**config.mk**
```make
export PLATFORM = sky130hd
export DESIGN_NAME = guess_scorer
export DESIGN_NICKNAME = d
export VERILOG_FILES = /design/src/rtl/guess_scorer.sv
export SDC_FILE = /design/constraint.sdc
export NUM_CORES = 1
export LEC_CHECK = 0
export ABC_AREA = 1
export BUFFER_PORTS_ARGS = -buffer_cell sky130_fd_sc_hd__buf_2
export CAP_MARGIN = 20
export CORE_UTILIZATION = 40
export CTS_BUF_LIST = sky130_fd_sc_hd__clkbuf_8
export DETAILED_ROUTE_END_ITERATION = 10
export PLACE_DENSITY = 0.57
export SETUP_SLACK_MARGIN = 0.02
export SLEW_MARGIN = 5
export SYNTH_ARGS = -nofsm -noshare
export SYNTH_HDL_FRONTEND = slang
export SYNTH_SLANG_ARGS = --single-unit
```
**constraint.sdc**
```tcl
create_clock -name clk -period 3.65 [get_ports clk]
set_input_delay 0.365 -clock clk [delete_from_list [all_inputs] [get_ports clk]]
set_output_delay 0.365 -clock clk [all_outputs]
set_load 0.05 [all_outputs]
```
**src/rtl/guess_scorer.sv**
```systemverilog
// Mastermind guess scorer: compares a snapshotted guess against the stored secret,
// one peg pair per clock, and tracks turns and end-of-game status.
module guess_scorer #(
  parameter int COLOR_W   = 3,
  parameter int MAX_TURNS = 8,
  localparam int TURN_W   = $clog2(MAX_TURNS + 1)
) (
  input  logic               clk,
  input  logic               reset,
  input  logic               load_secret,
  input  logic [COLOR_W-1:0] secret0,
  input  logic [COLOR_W-1:0] secret1,
  input  logic [COLOR_W-1:0] secret2,
  input  logic [COLOR_W-1:0] secret3,
  input  logic               start,
  input  logic [COLOR_W-1:0] guess0,
  input  logic [COLOR_W-1:0] guess1,
  input  logic [COLOR_W-1:0] guess2,
  input  logic [COLOR_W-1:0] guess3,
  output logic               busy,
  output logic               done,
  output logic [2:0]         exact,
  output logic [2:0]         partial,
  output logic               win,
  output logic [TURN_W-1:0]  turn_count,
  output logic               game_over
);

  localparam logic [TURN_W-1:0] MAX_T = TURN_W'(MAX_TURNS);

  typedef enum logic [1:0] {
    S_IDLE,
    S_EXACT,
    S_PARTIAL,
    S_DONE
  } state_t;

  state_t             state, state_nxt;
  logic               accept;
  logic [1:0]         i, j;
  logic [3:0]         gused, sused;
  logic [COLOR_W-1:0] s_q [4];
  logic [COLOR_W-1:0] g_q [4];
  logic               exact_hit, partial_hit, last_pair;
  logic [TURN_W-1:0]  turn_inc;

  assign exact_hit   = (g_q[i] == s_q[i]);
  assign partial_hit = !gused[i] && !sused[j] && (g_q[i] == s_q[j]);
  assign last_pair   = (i == 2'd3) && (j == 2'd3);
  assign turn_inc    = turn_count + 1'b1;

  assign busy = (state != S_IDLE);
  assign done = (state == S_DONE);

  always_ff @(posedge clk or negedge reset) begin
    if (!reset) state <= S_IDLE;
    else        state <= state_nxt;
  end

  always_comb begin
    state_nxt = state;
    accept    = 1'b0;
    case (state)
      S_IDLE: begin
        if (start && !game_over && !load_secret) begin
          accept    = 1'b1;
          state_nxt = S_EXACT;
        end
      end
      S_EXACT:   if (i == 2'd3) state_nxt = S_PARTIAL;
      S_PARTIAL: if (last_pair) state_nxt = S_DONE;
      S_DONE:    state_nxt = S_IDLE;
      default:   state_nxt = S_IDLE;
    endcase
    // A new secret always restarts the game, whatever the scorer was doing.
    if (load_secret) state_nxt = S_IDLE;
  end

  always_ff @(posedge clk or negedge reset) begin
    if (!reset) begin
      s_q        <= '{default: '0};
      exact      <= '0;
      partial    <= '0;
      win        <= 1'b0;
      turn_count <= '0;
      game_over  <= 1'b0;
      i          <= '0;
      j          <= '0;
      gused      <= '0;
      sused      <= '0;
    end else if (load_secret) begin
      s_q[0]     <= secret0;
      s_q[1]     <= secret1;
      s_q[2]     <= secret2;
      s_q[3]     <= secret3;
      exact      <= '0;
      partial    <= '0;
      win        <= 1'b0;
      turn_count <= '0;
      game_over  <= 1'b0;
    end else begin
      case (state)
        S_IDLE: begin
          if (accept) begin
            exact   <= '0;
            partial <= '0;
            gused   <= '0;
            sused   <= '0;
            i       <= '0;
            j       <= '0;
          end
        end
        S_EXACT: begin
          if (exact_hit) begin
            exact    <= exact + 3'd1;
            gused[i] <= 1'b1;
            sused[i] <= 1'b1;
          end
          i <= i + 2'd1;
        end
        S_PARTIAL: begin
          if (partial_hit) begin
            partial  <= partial + 3'd1;
            gused[i] <= 1'b1;
            sused[j] <= 1'b1;
          end
          j <= j + 2'd1;
          if (j == 2'd3) i <= i + 2'd1;
          // Turn results are registered on entry to DONE so they are valid with done.
          if (last_pair) begin
            win        <= (exact == 3'd4);
            turn_count <= (turn_count == MAX_T) ? turn_count : turn_inc;
            game_over  <= (exact == 3'd4) || (turn_inc == MAX_T);
          end
        end
        default: ;
      endcase
    end
  end

  always_ff @(posedge clk) begin
    if (accept) begin
      g_q[0] <= guess0;
      g_q[1] <= guess1;
      g_q[2] <= guess2;
      g_q[3] <= guess3;
    end
  end

endmodule

```
==> summary.md <==
| Metric | Value |
|---|---|
| Status | `finished, final reports clean` |
| Worst hold slack | `0.150 ns` |
| WL/cell | `11.8 µm` |
| Area occupied by multi-input gates | `0.00150 mm²` |
| DRC violations left | `0` |
| Critical path required time | `3.84 ns` |
| Routed Wire Length | `6370 µm` |
| First-pass GRT wire length | `11000 µm` |
| Post-DP HPWL | `4790 µm` |
| FF+latch count, synth | `50` |
| I/O pin total | `42` |
| Cell count after synthesis | `404` |
| Leakage | `1.82 nW` |
| Clock Pin Slew Worst Setup and Hold Paths | `0.10 ns` |
| DR vias/cell | `4.74` |
| FILL cells | `756` |
| Setup CP Type | `flip-flop to flip-flop` |
| Grt met1 use | `24.6%` |
| Die height | `89.6 µm` |
| Core Footprint | `0.00733 mm²` |
| Final Cycle Share | `60.1%` |
| Nature of the critical path endpoint | `flip-flop` |
| Die ar. | `0.00803 mm²` |
| Unrepaired setup endpoints after global routing | `false` |
| Worst r2r dst | `partial[1]` |
| Grt peak-use layer | `met2` |
| Global-route usage over all layers | `17.9%` |
| Worst IR drop on VDD | `216 µV` |
| Critical Path End | `partial[1]` |
| Max-slew violations | `0` |
| Clock Root Buffer | `clkbuf_8` |
| Clock tree buffer depth | `2` |
| Crit path time final | `2.19 ns` |
| Max_slew headroom | `32.5%` |
| Seq. cell area | `0.00131 mm²` |
| CP Max Fanout | `18` |
| Critical Path Start | `i[0]` |
| Post-route ant nets | `0` |
| # rows | `31` |
| Nature of the critical path startpoint | `flip-flop` |
| Syn. warnings | `0` |
| Worst r2r path cells | `13` |
| Port bufs | `41` |
| Crit path arrival time | `2.38 ns` |
| Final Skew | `0.0109 ns` |
| Avg Cell Area, Syn | `7.60 µm²` |
| Post-cts gate resize count | `0` |
| Post-route cell area | `0.00339 mm²` |
| Reg2reg setup slack | `1.46 ns` |
| Worst slew pin tran | `1.01 ns` |
| Ant. Diodes | `0` |
| Clk Latency, worst-skew pair | `0.31 ns` |
| Worst r2r src | `i[0]` |
| CTS tree | `done` |
| Distinct cells, synth | `30` |
| Largest net degree at the start of global routing | `39` |
| Postcts setup bufs | `0` |
| Maximum operating frequency | `456 MHz` |
| Final Wtd Congestion | `0.813` |
| Post-CTS Hold Fix Bufs | `0` |
| H-Tree Depth | `2` |
| Max-Cap Viols | `0` |
| Final setup viols | `0` |
| Seq/Total Area, Yosys | `42.7%` |
| DRT iter0 DRCs | `83` |
| Setup TNS | `0 ns` |
| Final-report hold violation count | `0` |
| Initial Util | `41.9%` |
| Met3 Resource Use GR | `3.29%` |
| Vias | `2557` |
| Overflow after GRT | `0` |
| Mapped Nets | `449` |
| Layout cells sized above 1 | `15.7%` |
| Area Growth Syn to Fin | `10.5%` |
| Antenna violations before repair | `0` |
| Met2 usage | `29.1%` |
| Clk sinks | `50` |
| Die X | `89.6 µm` |
| Dpl cell area | `0.00329 mm²` |
| Syn Std Cell Area | `0.00307 mm²` |
| Hold Path Class | `primary input to asynchronous set/reset pin` |
| Power Density | `620 mW/mm²` |
| Total Nets Final | `484` |
| Vias in the first global route | `2398` |
| First-pass detailed-route iteration total | `4` |
| Number of buffers created by CTS | `5` |
==> area by class of cell <==
| class | count | share of cell area (%) |
|---|---|---|
| Multi-Input combinational cell | 299 | 44.1 |
| Sequential cell | 50 | 38.6 |
| Timing Repair Buffer | 41 | 6.05 |
| Inverter | 42 | 4.65 |
| Tap cell | 99 | 3.65 |
| Clock buffer | 6 | 2.43 |
| Clock inverter | 2 | 0.479 |
==> critical path, stage by stage (launching register included) <==
cell	delay, ns
dfrtp_1	0.68
inv_2	0.29
nand2_1	0.12
nand3_1	0.06
nand2_1	0.14
inv_1	0.07
nand2_1	0.06
nand2_1	0.06
nor2_2	0.09
nand2_2	0.08
nand2_4	0.14
nand2_1	0.11
nand3_1	0.09
nand2_1	0.07
==> registers in the layout (all words and copies together) (netlist names) <==
name        cells
partial         3
s_q            12
win             1
gused           4
g_q            12
game_over       1
i               2
exact           3
sused           4
state           2
turn_count      4
j               2
==> worst min-delay path by stage <==
stage / end / cells past startpoint / from / slack, ns
after floorplan: exact[0] / 0 / reset / 0.07
after global placement: win / 2 / win / 0.46
after detailed placement: gused[1] / 2 / gused[1] / 0.47
after CTS: win / 1 / reset / 0.18
after global routing: g_q[1][0] / 1 / guess1[0] / 0.21
final: win / 1 / reset / 0.15
==> cell usage in the layout, fill, tap and decap left out <==
cell / count
o21ai_0: 17
inv_1: 37
and2_1: 1
xnor2_1: 2
inv_6: 1
a21oi_1: 9
nor3_2: 1
nand2_2: 7
dfrtp_1: 38
nand2_4: 2
o211ai_1: 1
nor3_1: 2
nor2_1: 17
nand2_1: 165
inv_2: 3
nand3_1: 34
ha_1: 17
nand3_2: 4
clkbuf_8: 6
xor2_1: 1
clkinv_1: 2
clkinvlp_4: 1
nand3_4: 1
nand4_1: 14
edfxtp_1: 12
buf_2: 41
a221oi_1: 1
a211oi_1: 1
nor2_2: 2
==> per-layer routing <==
layer / wire length, µm / vias to the layer above
met5: 0 / -
met4: 97 / 0
met3: 159 / 10
met2: 2890 / 40
met1: 3230 / 1146
li1: - / 1361
==> per-stage QoR <==
stage / power (mW) / util [%] / worst slack, ns / std cells
after floorplan: 1.61 / - / 1.40 / 404
after global placement: 1.75 / 44.9 / 1.51 / 531
after detailed placement: 1.76 / 44.9 / 1.46 / 531
after CTS: 2.12 / 46.3 / 1.43 / 539
after global routing: 2.32 / 46.3 / 1.15 / 539
final: 2.10 / 46.3 / 1.46 / 539
==> kinds of logic after synthesis <==
family	after synthesis	synth area share, %
flops	50	42.7
fa+ha+maj	17	6.92
buf+inv	55	8.76
xor+xnor	3	0.856
simple gates	250	35.8
compound gates	29	5.01
==> cell usage after synthesis <==
master | count | area [µm²]
nand2_1 | 165 | 619
dfrtp_1 | 38 | 951
inv_1 | 37 | 139
nand3_1 | 34 | 170
ha_1 | 17 | 213
nor2_1 | 17 | 63.8
o21ai_0 | 17 | 85.1
nand4_1 | 14 | 87.6
edfxtp_1 | 12 | 360
a21oi_1 | 9 | 45.0
nand2_2 | 7 | 43.8
nand3_2 | 4 | 40.0
buf_2 | 3 | 15.0
buf_6 | 3 | 33.8
clkbuf_1 | 3 | 11.3
inv_2 | 3 | 11.3
nor3_1 | 3 | 15.0
buf_8 | 2 | 30.0
clkinv_1 | 2 | 7.51
nand2_4 | 2 | 22.5
nor2_2 | 2 | 12.5
xnor2_1 | 2 | 17.5
a211oi_1 | 1 | 7.51
a221oi_1 | 1 | 8.76
and2_1 | 1 | 6.26
buf_4 | 1 | 7.51
clkbuf_8 | 1 | 13.8
nand3_4 | 1 | 17.5
o211ai_1 | 1 | 7.51
xor2_1 | 1 | 8.76
==> power breakdown <==
part	internal, mW	switching (mW)
Clock	0.156	0.196
Combinational	0.303	0.668
Sequential	0.664	0.116
Total	1.12	0.979
Power figures use the tool's default switching activity.
